### src/rtl/button_debounce_reader.sv
// Per-channel synchroniser, debouncer and press/release/long-press FSM for active-low push-buttons.
// Outputs btn_state plus one-cycle registered press, release and long-press pulses.
module button_debounce_reader #(
  parameter int unsigned NUM_BTN         = 2,
  parameter int unsigned DEBOUNCE_CYCLES = 1_000_000,
  parameter int unsigned LONG_CYCLES     = 50_000_000
) (
  input  logic               clk,
  input  logic               rst,
  input  logic [NUM_BTN-1:0] btn_n,
  output logic [NUM_BTN-1:0] btn_state,
  output logic [NUM_BTN-1:0] press_pulse,
  output logic [NUM_BTN-1:0] release_pulse,
  output logic [NUM_BTN-1:0] long_pulse
);

  localparam int unsigned DW = $clog2(DEBOUNCE_CYCLES + 1);
  localparam int unsigned LW = $clog2(LONG_CYCLES + 1);
  localparam logic [DW-1:0] DB_LAST   = DW'(DEBOUNCE_CYCLES - 1);
  localparam logic [LW-1:0] HOLD_LAST = LW'(LONG_CYCLES - 1);

  typedef enum logic [1:0] {
    S_RELEASED = 2'd0,
    S_PRESSED  = 2'd1,
    S_LONG     = 2'd2
  } state_e;

  logic [NUM_BTN-1:0] sync1_q, sync2_q, raw;
  logic [NUM_BTN-1:0] accept;
  logic [DW-1:0]      db_cnt_q [NUM_BTN];
  logic [DW-1:0]      db_cnt_d [NUM_BTN];
  logic [LW-1:0]      hold_q   [NUM_BTN];
  logic [LW-1:0]      hold_d   [NUM_BTN];
  state_e             state_q  [NUM_BTN];
  state_e             state_d  [NUM_BTN];
  logic [NUM_BTN-1:0] press_q, press_d, rel_q, rel_d, long_q, long_d;

  assign raw           = ~sync2_q;
  assign press_pulse   = press_q;
  assign release_pulse = rel_q;
  assign long_pulse    = long_q;

  always_comb begin
    btn_state = '0;
    for (int unsigned i = 0; i < NUM_BTN; i++) begin
      btn_state[i] = (state_q[i] != S_RELEASED);
    end
  end

  always_ff @(posedge clk) begin
    if (rst) begin
      // Sync flops reset to "released" so a held button is seen as a fresh press.
      sync1_q <= '1;
      sync2_q <= '1;
      press_q <= '0;
      rel_q   <= '0;
      long_q  <= '0;
      for (int unsigned i = 0; i < NUM_BTN; i++) begin
        db_cnt_q[i] <= '0;
        hold_q[i]   <= '0;
        state_q[i]  <= S_RELEASED;
      end
    end else begin
      sync1_q <= btn_n;
      sync2_q <= sync1_q;
      press_q <= press_d;
      rel_q   <= rel_d;
      long_q  <= long_d;
      for (int unsigned i = 0; i < NUM_BTN; i++) begin
        db_cnt_q[i] <= db_cnt_d[i];
        hold_q[i]   <= hold_d[i];
        state_q[i]  <= state_d[i];
      end
    end
  end

  always_comb begin
    accept  = '0;
    press_d = '0;
    rel_d   = '0;
    long_d  = '0;
    for (int unsigned i = 0; i < NUM_BTN; i++) begin
      db_cnt_d[i] = '0;
      hold_d[i]   = hold_q[i];
      state_d[i]  = state_q[i];

      // A disagreeing sample must persist DEBOUNCE_CYCLES edges; any agreement restarts the count.
      if (raw[i] != btn_state[i]) begin
        if (db_cnt_q[i] == DB_LAST) begin
          accept[i] = 1'b1;
        end else begin
          db_cnt_d[i] = db_cnt_q[i] + 1'b1;
        end
      end

      case (state_q[i])
        S_RELEASED: begin
          if (accept[i]) begin
            state_d[i] = S_PRESSED;
            press_d[i] = 1'b1;
            hold_d[i]  = '0;
          end
        end
        S_PRESSED: begin
          // Release outranks a long-press completing on the same edge.
          if (accept[i]) begin
            state_d[i] = S_RELEASED;
            rel_d[i]   = 1'b1;
          end else if (hold_q[i] == HOLD_LAST) begin
            state_d[i] = S_LONG;
            long_d[i]  = 1'b1;
          end else begin
            hold_d[i] = hold_q[i] + 1'b1;
          end
        end
        S_LONG: begin
          if (accept[i]) begin
            state_d[i] = S_RELEASED;
            rel_d[i]   = 1'b1;
          end
        end
        default: state_d[i] = S_RELEASED;
      endcase
    end
  end

endmodule

### config.mk
export PLATFORM = sky130hd
export DESIGN_NAME = button_debounce_reader
export DESIGN_NICKNAME = d
export VERILOG_FILES = /design/src/rtl/button_debounce_reader.sv
export SDC_FILE = /design/constraint.sdc
export NUM_CORES = 1
export LEC_CHECK = 0
export ABC_AREA = 1
export BUFFER_PORTS_ARGS = -buffer_cell sky130_fd_sc_hd__buf_2
export CAP_MARGIN = 10
export CELL_PAD_IN_SITES_DETAIL_PLACEMENT = 2
export CELL_PAD_IN_SITES_GLOBAL_PLACEMENT = 2
export CORE_MARGIN = 3
export CORE_UTILIZATION = 35
export DETAILED_ROUTE_END_ITERATION = 8
export PLACE_DENSITY = 0.92
export SLEW_MARGIN = 20
export SYNTH_ARGS = -nofsm -noshare
export SYNTH_HDL_FRONTEND = slang
export SYNTH_SLANG_ARGS = --single-unit
### constraint.sdc
create_clock -name clk -period 2.01 [get_ports clk]
set_input_delay 0.3015 -clock clk [delete_from_list [all_inputs] [get_ports clk]]
set_output_delay 0.3015 -clock clk [all_outputs]
set_load 0.01 [all_outputs]
* Word level (Yosys, flattened, before mapping)
Memories as Yosys holds them, arrays and structs flattened.
Index checks and enable logic that the tools add are counted.
** Storage, ports and cells
- Register bits :: 10
- Latch bits :: 0
- RAM bits :: 96
- Memory bits (read-only) :: 0
- Input port bits :: 4
- Output and inout bits :: 8
- Logic and storage cells :: 89
- Memories kept :: 3
** Memory list
- hold_q :: words 2, width 26, read ports 2, clocked after memory_dff 0, wr ports 2, RTL line 32 : logic [LW-1:0] hold_q [NUM_BTN];
- db_cnt_q :: words 2, width 20, read ports 2, clocked after memory_dff 0, wr ports 2, RTL line 30 : logic [DW-1:0] db_cnt_q [NUM_BTN];
- state_q :: words 2, width 2, read ports 2, clocked after memory_dff 0, wr ports 2, RTL line 34 : state_e state_q [NUM_BTN];
** Operators by class
- $add $sub $neg :: 4
- Multiply operators :: 0
- Divide/modulo/power cells :: 0
- Order comparisons :: 0
- Equal/unequal tests :: 10
- Shift-type cells :: 0
- Multiplexer cells :: 39
- Bitwise logic cells :: 13
- Reduce and logical (&&, ||, !) cells :: 12
** Operator list (count)
- 26-bit 2-to-1 mux :: 8
- 20-bit 2-to-1 mux :: 6
- 26-bit one-hot mux with 2 select lines :: 2
- 26-bit by 1-bit adder with 26-bit output, second input constant :: 2
- 26-bit == test, second input constant :: 2
- 20-bit by 1-bit adder with 20-bit output, second input constant :: 2
- 20-bit == test, second input constant :: 2
- 2-bit 2-to-1 mux :: 10
- 2-bit one-hot mux with 3 select lines :: 2
- 2-bit OR reduction :: 6
- 1-bit 2-to-1 mux :: 11
- 1-bit NOT :: 6
- 1-bit OR :: 6
- 3-bit OR reduction :: 2
- 2-bit by 1-bit == test with 1-bit output, second input constant :: 2
- 2-bit == test, second input constant :: 2
- 2-bit zero test :: 2
- 2-bit nonzero test :: 2
- 1-bit inequality test :: 2
- 2-bit NOT :: 1

* Depth between registers and ports, before layout
- Depth after elaboration :: 6
- Mapped depth :: 13
- Mapped depth without buffers :: 12

* Least setup slack after synthesis
Ideal clock, no wire load.
- Kind :: flip-flop to flip-flop
- Start point :: mem hold_q[0][0] in the netlist's numbering
- End point :: mem hold_q[0][2] in the netlist's numbering
- Setup time :: 0.116 ns
- Data arrival time :: 1.654 ns
- Data required time :: 1.894 ns
- Path slack :: 0.240 ns
- Cell stages (with the launch flop) :: 14
- Path buffers :: 1
- Cells stage by stage :: dfxtp_1 > ha_1 > nand2_2 > nor2_4 > nand3_1 > nor2_1 > nand3_1 > nand2_1 > inv_2 > nand2_4 > inv_2 > buf_6 > nor2_1 > nor2_1
** RTL lines (RTL line)
- start: declaration :: 32

==> summary.txt <==
Global routing
  – GRT overflow: 0
  – Initial antenna violation count: 0
  – First-pass GRT wire length: 47000 um
  – Tot GR Track Use: 0.302
  – Vias in the first global route: 8387
  – Largest net degree at the start of global routing: 24

Floorplan
  – Die W: 140 um
  – # IOs: 12
  – Initial Utilization: 0.362
  – Cell Rows: 48
  – DIE AREA: 19700 um^2
  – Core Box Area: 17500 um^2
  – Die Ht: 140 um

Routing
  – 1st-iter DRT viols: 495
  – Drt drc: 0
  – DRT Pass-1 Iters: 4
  – Antenna-violating nets left: 0
  – Final WL: 32600 um
  – Wire per inst: 25.2 um
  – Via density per instance: 5.81
  – Via count: 7507

Power
  – Combinational group share of total power: 0.018
  – Internal: 0.00313 W
  – Pleak: 2.58 nW
  – Switching Fraction: 0.256
  – Seq pwr share: 0.500
  – NetSw: 0.00108 W
  – Pwr per Cell Area: 566 nW/um^2
  – Clock Power Share: 0.482
  – Worst vdd ir: 0.000747 V

Timing
  – PnR worst setup slack: -0.124 ns
  – Worst rel slew slack: 0.662
  – # setup viols final: 19
  – Tcrit/Tclk final: 1.06
  – RSZ-0062 raised after global routing: yes
  – Setup Skew: 0.0143 ns
  – Fin. max-slew vios: 0
  – Crit path time final: 2.13 ns
  – Final hold violation count: 0
  – Pin slew with the least headroom to its limit: 0.502 ns
  – Max Fclk: 469 MHz

Outcome
  – Outcome: finished with violations
  – Failing checks: negative setup slack

CTS
  – Root buf cell: clkbuf_16
  – Clock tree sinks: 106
  – CTS tree: yes
  – Total CTS buffers: 9
  – Hold_buf cts: 0
  – Worst-path clk slew: 0.08 ns
  – Worst-case clock buffer depth: 2
  – H-tree levels: 3
  – Clk_lat worst skew: 0.39 ns

Critical path
  – Setup CP Type: reg -> reg
  – Crit path launch: state_q[0][3]
  – Crit-path max FO: 13
  – Worst R2R Start: state_q[0][3]
  – Crit path capture type: flip-flop
  – Worst endpoint data arrival time: 2.40 ns
  – CP Launch Type: flip-flop
  – CP required: 2.28 ns

Yosys
  – Most used DFF post-synth: dfxtp_1
  – Synthesized Nets: 1037
  – Post-synth EDFFs: 0
  – Synthesized instance count: 1023
  – Mean post-synth cell area: 6.18 um^2
  – Register area share after synthesis: 0.336
  – Post-synth cell types: 38
  – Syn Std Cell Area: 6320 um^2
  – Async SR Flop Fraction: 0
  – Synth Warn #: 0
  – Register bit total from synthesis: 106

Worst hold path
  – Hold path startpoint: btn_n[0]
  – Hold crit path type: in -> reg

Finish
  – Ant diodes: 0
  – Final cell utilization of the core: 0.426
  – Layout cells sized above 1: 0.156
  – Design area: 7450 um^2
  – Area Growth Syn to Fin: 17.9%
  – Nets@finish: 1076

Placed design
  – Final HPWL DP: 20500 um
  – Port Buf Inserts: 11
  – Gpl congestion: 0.819
  – Dpl cell area: 6850 um^2

Run
  – Max Cap Viol: 0
## cell families (layout without fill, tap and decap cells)
group	Yosys count	after routing	synth area share
flops	106	106	0.336
compound gates	83	83	0.0719
xor+xnor	23	23	0.0319
buf+inv	134	178	0.0873
fa+ha+maj	10	10	0.0198
simple gates	667	667	0.453
## state kept, by name, indices dropped and copies added, names as in the netlist
name           cells
sync2_q            2
hold_q            52
release_pulse      2
db_cnt_q          40
sync1_q            2
long_pulse         2
press_pulse        2
state_q            4
## per-stage QoR
step | power, W | setup TNS (ns) | instances | setup slack, ns | hold WS, ns
6_report | 0.00421 | -0.912 | 1292 | -0.124 | 0.117
5_1_grt | 0.00429 | -5.70 | 1292 | -0.219 | 0.111
4_1_cts | 0.00422 | 0 | 1290 | 0.0141 | 0.0966
3_5_place_dp | 0.00222 | -0.911 | 1272 | -0.161 | 0.408
3_3_place_gp | 0.00222 | 0 | 1272 | 0.153 | 0.393
2_1_floorplan | 0.00219 | 0 | 1023 | 0.240 | 0.389
## cells in the mapped netlist, types with 3 or more instances
master    instances  area, um^2
xnor2_1           5        43.8
nand2_2           4        25.0
ha_1             10         125
nor2_1          202         758
nand2_1         272        1020
dfxtp_1         106        2120
a21oi_1          51         255
nand4_1          26         163
buf_2            12        60.1
inv_2             4        15.0
inv_1            99         372
o21bai_1          5        37.5
nor3_1           28         140
nor3b_1           7        52.6
nor4_1            3        18.8
clkbuf_1         10        37.5
xor2_1           18         158
buf_6             4        45.0
o21ai_0          19        95.1
or2_2             6        37.5
nor2_2            9        56.3
nand3_1         100         500
## cell usage in the layout, fill, tap and decap left out, drive strengths merged, types with 3 or more instances in the layout
master  synthesis  final
clkbuf         10      9
xnor2           5      5
xor2           18     18
dfxtp         106    106
nor3b           7      7
o21bai          5      5
or2             6      6
ha             10     10
nor4            3      3
nand3         100    100
inv           103    109
o21ai          21     21
nand4          27     27
nor2          213    213
a21oi          52     52
buf            19     57
nand2         278    278
nor3           28     28
## metal layers
| metal | global-route usage | share of wire | up-vias |
|---|---|---|---|
| li1 | - | - | 3335 |
| met3 | 0.0543 | 0.031 | 129 |
| met5 | 0 | 0 | - |
| met2 | 0.563 | 0.52 | 211 |
| met4 | 0.165 | 0.064 | 0 |
| met1 | 0.318 | 0.38 | 3832 |
## power groups by stage
stage,Sequential [W],Clock (W),Combinational (W)
final,0.00211,0.00203,0.0000754
after global routing,0.00211,0.00211,0.0000782
after CTS,0.00211,0.00204,0.0000688
after detailed placement,0.00216,0,0.0000663
after global placement,0.00215,0,0.0000614
after floorplan,0.00215,0,0.0000355
## cell type report
type                       instances  area, um^2
clock buffer                       9         225
multi-input combinational        783        3850
sequential                       106        2150
fill                            2125       10000
timing repair buffer              57         458
inverter                         105         397
tap                              225         282
clock inverter                     7        90.1
## worst max-delay path, stage by stage (launching register included)
cell and delay (ns):
dfxtp_1 0.41, inv_1 0.17, ha_4 0.21, xor2_2 0.25, inv_1 0.10, nor2_2 0.22
nand2_2 0.15, buf_4 0.23, a21oi_2 0.26
## path summary, 6_finish.rpt
check | endpoint | slack [ns] | cells after the start
max | db_cnt_q[0][24] | -0.12 | 8
min | sync1_q[0] | 0.12 | 2
min reg2reg | sync2_q[0] | 0.45 | 1
max reg2reg | db_cnt_q[0][24] | -0.12 | 8
## repair_timing
action	4_1_cts	5_1_grt
endpoints found under the setup margin	52	88
buffers inserted	2	2
pin swaps	3	5
endpoints found under the hold margin	0	0
resized for setup	24	58
Power figures use the tool's default switching activity.
